<file path="src/rtl/id_ex_reg_if.sv">
// ID/EX pipeline-register bus: ID-stage fields in, registered EX-stage fields and
// load-use stall status out.
interface id_ex_reg_if #(
  parameter int CNT_W = 32
);
  logic             flush;
  logic [31:0]      instruction_ID;
  logic [31:0]      pc_ID;
  logic [31:0]      RD1_id;
  logic [31:0]      dram_data;
  logic [31:0]      imm_id;
  logic             reg_we_id;
  logic             mem_we_id;
  logic             mem_re_id;
  logic [1:0]       wb_sel_id;
  logic [3:0]       alu_op_id;

  logic [31:0]      instruction_EX;
  logic [31:0]      pc_EX;
  logic [31:0]      RD1_ex;
  logic [31:0]      store_data_ex;
  logic [31:0]      imm_ex;
  logic [4:0]       rd_ex;
  logic             reg_we_ex;
  logic             mem_we_ex;
  logic             mem_re_ex;
  logic [1:0]       wb_sel_ex;
  logic [3:0]       alu_op_ex;
  logic             valid_ex;
  logic             stall;
  logic [CNT_W-1:0] stall_cnt;

  modport master (
    output flush, instruction_ID, pc_ID, RD1_id, dram_data, imm_id,
           reg_we_id, mem_we_id, mem_re_id, wb_sel_id, alu_op_id,
    input  instruction_EX, pc_EX, RD1_ex, store_data_ex, imm_ex, rd_ex,
           reg_we_ex, mem_we_ex, mem_re_ex, wb_sel_ex, alu_op_ex,
           valid_ex, stall, stall_cnt
  );

  modport slave (
    input  flush, instruction_ID, pc_ID, RD1_id, dram_data, imm_id,
           reg_we_id, mem_we_id, mem_re_id, wb_sel_id, alu_op_id,
    output instruction_EX, pc_EX, RD1_ex, store_data_ex, imm_ex, rd_ex,
           reg_we_ex, mem_we_ex, mem_re_ex, wb_sel_ex, alu_op_ex,
           valid_ex, stall, stall_cnt
  );
endinterface

</file>
<file path="src/rtl/id_ex_reg.sv">
// ID/EX pipeline register with load-use hazard detection: inserts a one-cycle
// bubble for load-use pairs, a bubble on flush, and counts stall cycles.
module id_ex_reg #(
  parameter logic [31:0] NOP_INSTR = 32'h0000_0013,
  parameter int          CNT_W     = 32
) (
  input  logic        clk,
  input  logic        rst_n,
  id_ex_reg_if.slave  bus
);

  localparam logic [6:0] OPC_LUI    = 7'b0110111;
  localparam logic [6:0] OPC_AUIPC  = 7'b0010111;
  localparam logic [6:0] OPC_JAL    = 7'b1101111;
  localparam logic [6:0] OPC_OP     = 7'b0110011;
  localparam logic [6:0] OPC_STORE  = 7'b0100011;
  localparam logic [6:0] OPC_BRANCH = 7'b1100011;

  logic [31:0]      r_instr;
  logic [31:0]      r_pc;
  logic [31:0]      r_rd1;
  logic [31:0]      r_store_data;
  logic [31:0]      r_imm;
  logic [4:0]       r_rd;
  logic             r_reg_we;
  logic             r_mem_we;
  logic             r_mem_re;
  logic [1:0]       r_wb_sel;
  logic [3:0]       r_alu_op;
  logic             r_valid;
  logic [CNT_W-1:0] r_stall_cnt;

  logic [6:0]       w_opcode;
  logic [4:0]       w_rs1;
  logic [4:0]       w_rs2;
  logic             w_uses_rs1;
  logic             w_uses_rs2;
  logic             w_hit_rs1;
  logic             w_hit_rs2;
  logic             w_load_use;
  logic             w_stall;
  logic             w_bubble;

  logic [31:0]      w_instr_next;
  logic [31:0]      w_pc_next;
  logic [31:0]      w_rd1_next;
  logic [31:0]      w_store_data_next;
  logic [31:0]      w_imm_next;
  logic [4:0]       w_rd_next;
  logic             w_reg_we_next;
  logic             w_mem_we_next;
  logic             w_mem_re_next;
  logic [1:0]       w_wb_sel_next;
  logic [3:0]       w_alu_op_next;
  logic             w_valid_next;
  logic [CNT_W-1:0] w_stall_cnt_next;

  // ID-stage operand decode
  assign w_opcode = bus.instruction_ID[6:0];
  assign w_rs1    = bus.instruction_ID[19:15];
  assign w_rs2    = bus.instruction_ID[24:20];

  assign w_uses_rs1 = !((w_opcode == OPC_LUI) || (w_opcode == OPC_AUIPC) ||
                        (w_opcode == OPC_JAL));
  assign w_uses_rs2 = (w_opcode == OPC_OP) || (w_opcode == OPC_STORE) ||
                      (w_opcode == OPC_BRANCH);

  assign w_hit_rs1 = w_uses_rs1 && (r_rd == w_rs1);
  assign w_hit_rs2 = w_uses_rs2 && (r_rd == w_rs2);

  // Only a real load in EX writing a nonzero register can create the hazard;
  // the bubble it causes clears mem_re, so the stall never exceeds one cycle.
  assign w_load_use = r_valid && r_mem_re && (r_rd != 5'd0) &&
                      (w_hit_rs1 || w_hit_rs2);

  // A flushed ID instruction is dead anyway, so it must not hold the front end.
  assign w_stall  = w_load_use && !bus.flush;
  assign w_bubble = bus.flush || w_stall;

  always_comb begin
    w_instr_next      = bus.instruction_ID;
    w_pc_next         = bus.pc_ID;
    w_rd1_next        = bus.RD1_id;
    w_store_data_next = bus.dram_data;
    w_imm_next        = bus.imm_id;
    w_rd_next         = bus.instruction_ID[11:7];
    w_reg_we_next     = bus.reg_we_id;
    w_mem_we_next     = bus.mem_we_id;
    w_mem_re_next     = bus.mem_re_id;
    w_wb_sel_next     = bus.wb_sel_id;
    w_alu_op_next     = bus.alu_op_id;
    w_valid_next      = 1'b1;
    if (w_bubble) begin
      w_instr_next      = NOP_INSTR;
      w_pc_next         = 32'd0;
      w_rd1_next        = 32'd0;
      w_store_data_next = 32'd0;
      w_imm_next        = 32'd0;
      w_rd_next         = 5'd0;
      w_reg_we_next     = 1'b0;
      w_mem_we_next     = 1'b0;
      w_mem_re_next     = 1'b0;
      w_wb_sel_next     = 2'd0;
      w_alu_op_next     = 4'd0;
      w_valid_next      = 1'b0;
    end
  end

  // Wraps naturally modulo 2^CNT_W
  assign w_stall_cnt_next = w_stall ? (r_stall_cnt + CNT_W'(1)) : r_stall_cnt;

  always_ff @(posedge clk or negedge rst_n) begin
    if (!rst_n) begin
      r_instr      <= NOP_INSTR;
      r_pc         <= 32'd0;
      r_rd1        <= 32'd0;
      r_store_data <= 32'd0;
      r_imm        <= 32'd0;
      r_rd         <= 5'd0;
      r_reg_we     <= 1'b0;
      r_mem_we     <= 1'b0;
      r_mem_re     <= 1'b0;
      r_wb_sel     <= 2'd0;
      r_alu_op     <= 4'd0;
      r_valid      <= 1'b0;
      r_stall_cnt  <= '0;
    end else begin
      r_instr      <= w_instr_next;
      r_pc         <= w_pc_next;
      r_rd1        <= w_rd1_next;
      r_store_data <= w_store_data_next;
      r_imm        <= w_imm_next;
      r_rd         <= w_rd_next;
      r_reg_we     <= w_reg_we_next;
      r_mem_we     <= w_mem_we_next;
      r_mem_re     <= w_mem_re_next;
      r_wb_sel     <= w_wb_sel_next;
      r_alu_op     <= w_alu_op_next;
      r_valid      <= w_valid_next;
      r_stall_cnt  <= w_stall_cnt_next;
    end
  end

  assign bus.instruction_EX = r_instr;
  assign bus.pc_EX          = r_pc;
  assign bus.RD1_ex         = r_rd1;
  assign bus.store_data_ex  = r_store_data;
  assign bus.imm_ex         = r_imm;
  assign bus.rd_ex          = r_rd;
  assign bus.reg_we_ex      = r_reg_we;
  assign bus.mem_we_ex      = r_mem_we;
  assign bus.mem_re_ex      = r_mem_re;
  assign bus.wb_sel_ex      = r_wb_sel;
  assign bus.alu_op_ex      = r_alu_op;
  assign bus.valid_ex       = r_valid;
  assign bus.stall          = w_stall;
  assign bus.stall_cnt      = r_stall_cnt;

endmodule

</file>
<file path="src/flat_wrapper.sv">
// flat-port wrapper written by rule: the top's interface ports become plain ports
module id_ex_reg_flat 
#(
  parameter logic [31:0] NOP_INSTR = 32'h0000_0013,
  parameter int          CNT_W     = 32
)
  (clk, rst_n, bus_flush, bus_instruction_ID, bus_pc_ID, bus_RD1_id, bus_dram_data, bus_imm_id, bus_reg_we_id, bus_mem_we_id, bus_mem_re_id, bus_wb_sel_id, bus_alu_op_id, bus_instruction_EX, bus_pc_EX, bus_RD1_ex, bus_store_data_ex, bus_imm_ex, bus_rd_ex, bus_reg_we_ex, bus_mem_we_ex, bus_mem_re_ex, bus_wb_sel_ex, bus_alu_op_ex, bus_valid_ex, bus_stall, bus_stall_cnt);
  id_ex_reg_if #(.CNT_W(CNT_W)) bus_i ();
  input  logic clk;
  input  logic rst_n;
  input wire logic [$bits(bus_i.flush)-1:0] bus_flush;
  input wire logic [$bits(bus_i.instruction_ID)-1:0] bus_instruction_ID;
  input wire logic [$bits(bus_i.pc_ID)-1:0] bus_pc_ID;
  input wire logic [$bits(bus_i.RD1_id)-1:0] bus_RD1_id;
  input wire logic [$bits(bus_i.dram_data)-1:0] bus_dram_data;
  input wire logic [$bits(bus_i.imm_id)-1:0] bus_imm_id;
  input wire logic [$bits(bus_i.reg_we_id)-1:0] bus_reg_we_id;
  input wire logic [$bits(bus_i.mem_we_id)-1:0] bus_mem_we_id;
  input wire logic [$bits(bus_i.mem_re_id)-1:0] bus_mem_re_id;
  input wire logic [$bits(bus_i.wb_sel_id)-1:0] bus_wb_sel_id;
  input wire logic [$bits(bus_i.alu_op_id)-1:0] bus_alu_op_id;
  output wire logic [$bits(bus_i.instruction_EX)-1:0] bus_instruction_EX;
  output wire logic [$bits(bus_i.pc_EX)-1:0] bus_pc_EX;
  output wire logic [$bits(bus_i.RD1_ex)-1:0] bus_RD1_ex;
  output wire logic [$bits(bus_i.store_data_ex)-1:0] bus_store_data_ex;
  output wire logic [$bits(bus_i.imm_ex)-1:0] bus_imm_ex;
  output wire logic [$bits(bus_i.rd_ex)-1:0] bus_rd_ex;
  output wire logic [$bits(bus_i.reg_we_ex)-1:0] bus_reg_we_ex;
  output wire logic [$bits(bus_i.mem_we_ex)-1:0] bus_mem_we_ex;
  output wire logic [$bits(bus_i.mem_re_ex)-1:0] bus_mem_re_ex;
  output wire logic [$bits(bus_i.wb_sel_ex)-1:0] bus_wb_sel_ex;
  output wire logic [$bits(bus_i.alu_op_ex)-1:0] bus_alu_op_ex;
  output wire logic [$bits(bus_i.valid_ex)-1:0] bus_valid_ex;
  output wire logic [$bits(bus_i.stall)-1:0] bus_stall;
  output wire logic [$bits(bus_i.stall_cnt)-1:0] bus_stall_cnt;
  assign bus_i.flush = bus_flush;
  assign bus_i.instruction_ID = bus_instruction_ID;
  assign bus_i.pc_ID = bus_pc_ID;
  assign bus_i.RD1_id = bus_RD1_id;
  assign bus_i.dram_data = bus_dram_data;
  assign bus_i.imm_id = bus_imm_id;
  assign bus_i.reg_we_id = bus_reg_we_id;
  assign bus_i.mem_we_id = bus_mem_we_id;
  assign bus_i.mem_re_id = bus_mem_re_id;
  assign bus_i.wb_sel_id = bus_wb_sel_id;
  assign bus_i.alu_op_id = bus_alu_op_id;
  assign bus_instruction_EX = bus_i.instruction_EX;
  assign bus_pc_EX = bus_i.pc_EX;
  assign bus_RD1_ex = bus_i.RD1_ex;
  assign bus_store_data_ex = bus_i.store_data_ex;
  assign bus_imm_ex = bus_i.imm_ex;
  assign bus_rd_ex = bus_i.rd_ex;
  assign bus_reg_we_ex = bus_i.reg_we_ex;
  assign bus_mem_we_ex = bus_i.mem_we_ex;
  assign bus_mem_re_ex = bus_i.mem_re_ex;
  assign bus_wb_sel_ex = bus_i.wb_sel_ex;
  assign bus_alu_op_ex = bus_i.alu_op_ex;
  assign bus_valid_ex = bus_i.valid_ex;
  assign bus_stall = bus_i.stall;
  assign bus_stall_cnt = bus_i.stall_cnt;
  id_ex_reg #(.NOP_INSTR(NOP_INSTR), .CNT_W(CNT_W)) u_core (.clk(clk), .rst_n(rst_n), .bus(bus_i));
endmodule
</file>
<file path="config.mk">
export PLATFORM = sky130hd
export DESIGN_NAME = id_ex_reg_flat
export DESIGN_NICKNAME = d
export VERILOG_FILES = /design/src/rtl/id_ex_reg_if.sv /design/src/rtl/id_ex_reg.sv /design/src/flat_wrapper.sv
export SDC_FILE = /design/constraint.sdc
export NUM_CORES = 1
export LEC_CHECK = 0
export CORE_AREA = 3 3 148 150
export CTS_CLUSTER_SIZE = 8
export DETAILED_ROUTE_END_ITERATION = 10
export DIE_AREA = 0 0 151 153
export DONT_BUFFER_PORTS = 1
export MAX_ROUTING_LAYER = met4
export PLACE_DENSITY = 0.56
export SLEW_MARGIN = 20
export SYNTH_ARGS = -nofsm -noshare
export SYNTH_HDL_FRONTEND = slang
export SYNTH_SLANG_ARGS = --single-unit
</file>
<file path="constraint.sdc">
create_clock -name clk -period 2.92 [get_ports clk]
set_input_delay 0.876 -clock clk [delete_from_list [all_inputs] [get_ports clk]]
set_output_delay 0.876 -clock clk [all_outputs]
set_load 0.01 [all_outputs]
</file>
==> results.toml, run 1 <==
[status]
status = "complete, no violations"

[die]
io-pin-count = 380
rows = 53
core_um2 = 20800
die_x_um = 151
die_area_um2 = 23100
die_h_um = 153
floorplan.initialDensity = 0.349

[timing]
fmax_ghz = 0.343
report.final.hold_viol_count = 0
fin_crit_sh = 0.998
min_period_ps = 2910
skew_ps = 10.7
maxSlewHeadroom = 0.638
slew_violations = 0
fin_ws_ps = 6.59
setup_viol = 0
tightest_slew_ps = 529
setup_tns_ps = 0
rsz0062_at_grt = "yes"

[critical_path]
start_kind = "register"
worst_ep_required_time_ps = 2040
cpMaxStageDelayCell = "dfrtp_2"
end_kind = "output port"
worst-path-buf-inv = 0
crit_family = "flip-flops"
path_class = "register to output port"
r2r_slack_ps = 460
cp_max_fo = 5
crit_arrival_ps = 2040
critPathMaxStageDelay_ps = 500
worstPathCellList = "xor2_2, nor3_4, nand3_2, a211oi_4"

[route]
finalWirelength_um = 18500
dr_wl_met3_um = 1830
wl_met1_um = 6640
top_layer = "met4"
wl_met2_um = 9430
drc_errors = 0
ant_nets = 0
drt_iter0_markers = 160
vias_per_cell = 4.79
wire_per_inst_um = 22.0
drt_first_pass_iters = 4
vias = 4042

[power]
leakagePower_nw = 3.99
switching_share = 0.218
vdd_drop_max_mv = 0.351
power-per-cell-area_nw_per_um2 = 730
p_seq_frac = 0.498
comb_power_share = 0.029
p_int_mw = 4.83
clockPowerShare = 0.474
power.net_switching_mw = 1.35

[placement]
port_buffers = 0
dpl-instance-area_um2 = 7580
gp_congestion = 0.831
hpwl_um = 13600
pre_cts_ws_ps = -46.6

[final_layout]
final_common_cell = "dfrtp_1"
final_cell_mix = "dfrtp_1 (196), and2_1 (169), xor2_1 (31)"
drive_gt1_frac = 0.109
stdcell_area_um2 = 8460
nets = 720
syn_to_final_growth_pct = 16.5

[synthesis]
ys_ff_latch = 202
yosysWarnings = 0
netlist_area_um2 = 7260
synth-edff-count = 0
synth_compound_area_frac = 0.0369
synth_nets = 710
avgSynthCellArea_um2 = 13.5
synth_mux_area_frac = 0.00155
synth_ff_type = "dfrtp_1"
async_flop_share = 1.00
synth_seq_area_share = 0.697
synth_top_family_by_area = "simple AND/OR/NAND/NOR gates"
synthSimpleGateAreaFrac = 0.189
synthCells = 537
synthAdderAreaFrac = 0.00172
synth_xor_area_frac = 0.0495
synth_cell_types = 36

[cts]
clock_path_buffers = 3
tritoncts = "done"
clk_latency_ps = 530
cts.sinks = 202
numCtsBuffers = 29
hold_buffers = 0
root_buffer = "clkbuf_16"
h-tree-depth = 1
clkTransAtPathRegs_ps = 50

[global_route]
grt_pass1_wl_um = 27400
grt.overflow.total = 0
antenna_found_initial = 8
grtUsageTotal = 0.159
grt_pass1_vias = 4536
grt_max_degree = 203

[min_path]
worstHoldPathType = "input pin to async pin"

[flow_run]
max-cap-violations = 0
==> power groups by stage <==
stage | Clock [mW] | Combinational [mW] | Sequential (mW)
floorplan | 0 | 0.135 | 3.08
global placement | 0 | 0.165 | 3.12
finish | 2.93 | 0.178 | 3.07
detailed placement | 0 | 0.174 | 3.12
global route | 3.15 | 0.200 | 3.08
CTS | 3.00 | 0.176 | 3.08
==> layer usage <==
| layer | track usage | vias up |
|---|---|---|
| li1 | - | 1752 |
| met1 | 0.174 | 2015 |
| met3 | 0.0548 | 42 |
| met4 | 0.0639 | 0 |
| met2 | 0.263 | 233 |
| met5 | - | - |
==> repair_timing <==
| item | in CTS | in global routing |
|---|---|---|
| gates resized for setup | 6 | 5 |
| setup buffers | 1 | 0 |
| pin swaps | 5 | 6 |
| endpoints found under the setup margin | 1 | 1 |
==> through the flow <==
stage	hold slack, ps	cells	power, mW	util
6_report	44.7	844	6.18	0.406
5_1_grt	17.1	844	6.44	0.406
4_1_cts	15.6	836	6.26	0.404
3_5_place_dp	539	790	3.29	0.364
3_3_place_gp	533	790	3.29	0.364
2_1_floorplan	504	537	3.22	-
==> state kept, by name, indices dropped and copies added (netlist names), 2 cells and up <==
register / count
u_core.bus.store_data_ex: 32
u_core.bus.RD1_ex: 32
u_core.bus.stall_cnt: 32
u_core.bus.alu_op_ex: 4
u_core.bus.imm_ex: 32
u_core.bus.pc_EX: 32
u_core.bus.wb_sel_ex: 2
u_core.bus.instruction_EX: 32
==> path summary, 6_finish.rpt <==
check	startpoint	depth (start not counted)	end
min reg2reg	u_core.bus.stall_cnt[31]	1	u_core.bus.stall_cnt[31]
max	u_core.bus.instruction_EX[11]	4	bus_stall
min in group clk	bus_instruction_ID[10]	1	u_core.bus.instruction_EX[10]
min	rst_n	0	u_core.bus.stall_cnt[27]
max in group asynchronous	rst_n	0	u_core.bus.instruction_EX[9]
max reg2reg	u_core.bus.instruction_EX[8]	6	u_core.bus.RD1_ex[0]
==> synth_stat cells (2+ instances only) <==
cell,number,share of area
dfrtp_1,199,0.69
and2_1,169,0.15
xor2_1,33,0.040
a211oi_1,15,0.016
nand2_1,14,0.0072
a2111oi_0,13,0.016
clkbuf_1,13,0.0067
buf_2,12,0.0083
nand3_1,9,0.0062
xnor2_1,8,0.0097
and3_1,6,0.0052
buf_4,6,0.0062
inv_1,6,0.0031
and4_1,5,0.0060
dfstp_2,3,0.011
nand2b_1,3,0.0026
nand4_1,2,0.0017
nor2_1,2,0.0010
or3b_2,2,0.0024
==> layout make-up <==
| class | instances | area [um^2] |
|---|---|---|
| inverter | 6 | 22.5 |
| clock inverter | 3 | 30.0 |
| timing repair buffer | 10 | 113 |
| fill | 1933 | 12400 |
| tap | 275 | 344 |
| sequential | 202 | 5060 |
| clock buffer | 42 | 774 |
| multi-input combinational | 298 | 2090 |
| antenna | 8 | 20.0 |
==> logic make-up after synthesis <==
kind of cell	after synthesis
flops	202
simple gates	222
buf+inv	37
fa+ha+maj	1
compound gates	33
xor+xnor	41
mux	1
Note: power is estimated with default switching activity, not from simulation.
==> inputs of run 2 (changes only) <==
--- a/config.mk
+++ b/config.mk
@@ -5,13 +5,13 @@
 export SDC_FILE = /design/constraint.sdc
 export NUM_CORES = 1
 export LEC_CHECK = 0
-export CORE_AREA = 3 3 148 150
+export CORE_AREA = 3 3 145 147
 export CTS_CLUSTER_SIZE = 8
 export DETAILED_ROUTE_END_ITERATION = 10
-export DIE_AREA = 0 0 151 153
+export DIE_AREA = 0 0 148 150
 export DONT_BUFFER_PORTS = 1
 export MAX_ROUTING_LAYER = met4
-export PLACE_DENSITY = 0.56
+export PLACE_DENSITY = 0.58
 export SLEW_MARGIN = 20
 export SYNTH_ARGS = -nofsm -noshare
 export SYNTH_HDL_FRONTEND = slang
==> run 2 against run 1 <==
The flow now finishes with violations (setup timing). Routed wire length up 1.5%. Maximum frequency down 0.73%. Via count up 0.54%. First-iteration DRC count up 5.6%. Largest power group unchanged. Highest routed layer unchanged.
==> results.toml, run 2 (synthesis results as in run 1) <==
[route]
wire_per_inst_um = 22.2
ant_nets = 0
drc_errors = 0
finalWirelength_um = 18800
drt_iter0_markers = 169
drt_first_pass_iters = 4
vias_per_cell = 4.80
vias = 4064

[timing]
setup_viol = 1
fin_crit_sh = 1.01
min_period_ps = 2930
rsz0062_at_grt = "yes"
report.final.hold_viol_count = 0
fin_ws_ps = -14.7
maxSlewHeadroom = 0.628
fmax_ghz = 0.341
skew_ps = 12.8
slew_violations = 0
tightest_slew_ps = 544

[critical_path]
cp_max_fo = 4
critPathMaxStageDelay_ps = 400
rr_worst_depth = 7
r2r_end = "u_core.bus.store_data_ex[5]"
end_kind = "output port"
path_class = "input pin to output port"
worstPathCellList = "or3b_4, nor4_2, nand2_2, a211oi_4, buf_6"
worst_ep_required_time_ps = 2040
reg2reg_from = "u_core.bus.instruction_EX[8]"
crit_arrival_ps = 2060
r2r_slack_ps = 380
cpMaxStageDelayCell = "or3b_4"
start_kind = "input pin"

[die]
die_x_um = 148
die_area_um2 = 22200
io-pin-count = 380
floorplan.initialDensity = 0.362
rows = 52
die_h_um = 150
core_um2 = 20000

[cts]
root_buffer = "clkbuf_16"
cts.sinks = 202
clk_latency_ps = 520
numCtsBuffers = 29
clkTransAtPathRegs_ps = 50
h-tree-depth = 1
clock_path_buffers = 3
hold_buffers = 0
tritoncts = "done"

[power]
vdd_drop_max_mv = 0.478
power-per-cell-area_nw_per_um2 = 734
p_total_mw = 6.29
leakagePower_nw = 4.07

[final_layout]
final_common_cell = "dfrtp_1"
final_cell_mix = "dfrtp_1 (196), and2_1 (169), xor2_1 (33)"
stdcell_area_um2 = 8560
fillCellCount = 1884
nets = 732
syn_to_final_growth_pct = 18.0
drive_gt1_frac = 0.130

[global_route]
antenna_found_initial = 6
grt_max_degree = 203
grt_pass1_vias = 4391
grt_pass1_wl_um = 27000
grt.overflow.total = 0
grtUsageTotal = 0.163

[placement]
pre_cts_ws_ps = -101
dpl-instance-area_um2 = 7660
port_buffers = 0
hpwl_um = 13700
gp_congestion = 0.827

[status]
status = "finished with violations"
violations = "setup timing"

[min_path]
worstHoldPathType = "input pin to async pin"

[flow_run]
max-cap-violations = 0
## run 2: worst max-delay path by stage
| stage | start | end | cells past startpoint |
|---|---|---|---|
| finish | bus_instruction_ID[3] | bus_stall | 5 |
| global route | u_core.bus.instruction_EX[7] | bus_stall | 5 |
| CTS | u_core.bus.instruction_EX[9] | bus_stall | 6 |
| detailed placement | bus_instruction_ID[6] | bus_stall | 5 |
| global placement | bus_instruction_ID[3] | bus_stall | 5 |
| floorplan | bus_instruction_ID[3] | bus_stall | 5 |
## run 2: metal layers
layer | wire length, um | GRT usage | vias up | share of wire
li1 | - | - | 1784 | -
met1 | 6920 | 0.184 | 2008 | 0.37
met2 | 9810 | 0.282 | 233 | 0.52
met3 | 1650 | 0.0478 | 39 | 0.088
met4 | 431 | 0.0517 | 0 | 0.023
met5 | 0 | - | - | 0
## run 2: worst max-delay path: cells and delay by family
family                 cells  cell delay, ps
AO/OA/AOI/OAI              1             260
AND/OR/NAND/NOR            3             760
buffers and inverters      1             160
## run 2: timing repair
item	in CTS	in global routing
buffers inserted	1	3
pin swaps	4	3
setup endpoints to repair	1	1
hold endpoints to repair	0	0
gates resized for setup	10	1
## run 2: final cells by class
class                   count  area, um^2  area share
inverters                   6        22.5     0.00263
flip-flops and latches    202        5060       0.591
diodes                      5        12.5     0.00146
clock buffers              41         781      0.0912
clock inverters             2        38.8     0.00453
repair buffers             22         231      0.0270
well taps                 270         338      0.0394
multi-input cells         298        2080       0.243
## run 2: per-stage QoR
| step | std cells | util | hold slack (ps) | setup TNS, ps |
|---|---|---|---|---|
| 2_1_floorplan | 537 | - | 504 | 0 |
| 3_3_place_gp | 794 | 0.382 | 535 | -90.1 |
| 3_5_place_dp | 794 | 0.382 | 541 | -101 |
| 4_1_cts | 838 | 0.426 | 29.6 | -52.3 |
| 5_1_grt | 846 | 0.427 | 28.9 | -108 |
| 6_report | 846 | 0.427 | 59.2 | -14.7 |
## run 2: power breakdown
part           switching, mW  total [mW]  internal [mW]
Combinational         0.0953       0.197          0.101
Sequential             0.135        3.07           2.93
Clock                   1.12        3.03           1.90
Total                   1.35        6.29           4.94
==> inputs of run 3 (changes only) <==
==> constraint.sdc (replaced) <==
create_clock -name clk -period 2.54 [get_ports clk]
set_input_delay 0.762 -clock clk [delete_from_list [all_inputs] [get_ports clk]]
set_output_delay 0.762 -clock clk [all_outputs]
set_load 0.01 [all_outputs]
==> run 3 against run 2 <==
The run ends with hold timing, setup timing left. Sequential power increased by 15%. Combinational power increased by 58%. Critical endpoint unchanged. Clock-buffer cell count unchanged. Final cell count grew 2.6%. Sequential cell count unchanged. Via count grew 5.0%. Global-route usage barely moved. Critical path type unchanged. Largest cell class unchanged. Total power increased by 14%. Non-clock buffer count rose by 21. Critical path depth did not move. Utilization is 2.1 points higher.
==> results.toml, run 3 (synthesis results as in run 1) <==
[status]
status = "finished with violations"
violations = "hold timing, setup timing"

[placement]
dp_cells = 799
gp_congestion = 0.882
dpl-instance-area_um2 = 7680
pre_cts_ws_ps = -246
hpwl_um = 13400
port_buffers = 0

[timing]
slew_violations = 0
report.final.hold_viol_count = 199
fin_crit_sh = 1.12
min_period_ps = 2830
fin_ws_ps = -294
maxSlewHeadroom = 0.645
rsz0062_at_grt = "yes"
fmax_ghz = 0.353
holdWs_ps = -49.7
skew_ps = 12.1
tightest_slew_ps = 519
setup_viol = 1

[critical_path]
start_kind = "input pin"
worst_ep_required_time_ps = 1780
cp_max_fo = 3
rr_worst_depth = 8
path_class = "input pin to output port"
worstPathCellList = "or3b_4, nor4_4, nand2_2, a211oi_4, buf_6"
end_kind = "output port"
crit_arrival_ps = 2070
critPathMaxStageDelay_ps = 410
cpMaxStageDelayCell = "or3b_4"

[final_layout]
nets = 753
multi_input_area_um2 = 2200
seqCellArea_um2 = 5060
final_util = 0.448
fillCellCount = 1820
final_common_cell = "dfrtp_1"
final_cells = 868
drive_gt1_frac = 0.215
final_cell_mix = "dfrtp_1 (195), and2_1 (141), clkbuf_16 (36)"
stdcell_area_um2 = 8980
syn_to_final_growth_pct = 23.7

[flow_run]
max-cap-violations = 0

[min_path]
worstHoldPathType = "input pin to async pin"

[power]
leakagePower_nw = 4.28
vdd_drop_max_mv = 0.562
power-per-cell-area_nw_per_um2 = 800
p_total_mw = 7.19

[die]
die_h_um = 150
floorplan.initialDensity = 0.362
die_area_um2 = 22200
rows = 52
io-pin-count = 380
core_um2 = 20000
die_x_um = 148

[route]
vias_per_cell = 4.91
drc_errors = 0
vias = 4266
drt_first_pass_iters = 5
drt_iter0_markers = 200
ant_nets = 0
finalWirelength_um = 20000
wire_per_inst_um = 23.0

[cts]
numCtsBuffers = 29
tritoncts = "done"
h-tree-depth = 1
cts.sinks = 202
clock_path_buffers = 3
clkTransAtPathRegs_ps = 50
root_buffer = "clkbuf_16"
clk_latency_ps = 520

[global_route]
grtUsageTotal = 0.164
grt.overflow.total = 0
grt_pass1_vias = 4406
antenna_found_initial = 8
grt_max_degree = 203
grt_pass1_wl_um = 27000
==> run 3: cell count changes in the layout (fill, tap and decap cells not counted), sizes merged <==
cell    previous run  this run
buf               22        36
diode              5         6
clkbuf            41        48
clkinv             0         1
bufinv             1         0
==> run 3: final timing paths <==
kind | to | from | slack (ps)
max in group asynchronous | u_core.bus.instruction_EX[0] | rst_n | 2300
setup reg to reg | u_core.bus.store_data_ex[26] | u_core.bus.instruction_EX[9] | 70
hold reg to reg | u_core.bus.stall_cnt[31] | u_core.bus.stall_cnt[31] | 550
min in group clk | u_core.bus.instruction_EX[31] | bus_instruction_ID[31] | 360
hold / removal | u_core.bus.instruction_EX[3] | rst_n | -50
setup / recovery | bus_stall | bus_instruction_ID[2] | -290
==> run 3: worst max-delay path: cells and delay by family <==
kind | cells | cell delay, ps
buffers and inverters | 1 | 150
AND/OR/NAND/NOR | 3 | 880
AO/OA/AOI/OAI | 1 | 270
==> run 3: through the flow <==
stage | setup TNS [ps] | hold WS [ps]
after global routing | -1730 | -83.3
after floorplan | -62.4 | 466
final | -294 | -49.7
after detailed placement | -1790 | 471
after global placement | -1070 | 471
after CTS | -302 | -92.2
==> run 3: per-layer routing <==
metal,up-vias,track usage,routed length [um]
li1,1821,-,-
met1,2136,0.184,7230
met2,250,0.274,10400
met3,59,0.0515,1670
met4,0,0.0628,689
met5,-,-,0
==> run 3: area by class of cell <==
cell class / instances / share of cell area
clock inverters: 2 / 0.00195
inverters: 6 / 0.00251
repair buffers: 43 / 0.0624
flip-flops and latches: 202 / 0.564
multi-input cells: 298 / 0.245
diodes: 6 / 0.00167
clock buffers: 41 / 0.0858
well taps: 270 / 0.0376
==> run 3: power by group <==
group	total, mW	switching, mW	internal (mW)
sequential	3.52	0.153	3.37
clock	3.35	1.29	2.06
combinational	0.312	0.135	0.176
==> run 3: what timing repair did <==
item / CTS / global route
pin swaps: 9 / 21
gates resized for setup: 12 / 59
hold endpoints to repair: 199 / 199
cloned: 0 / 9
setup endpoints to repair: 1 / 140
setup buffers: 5 / 6
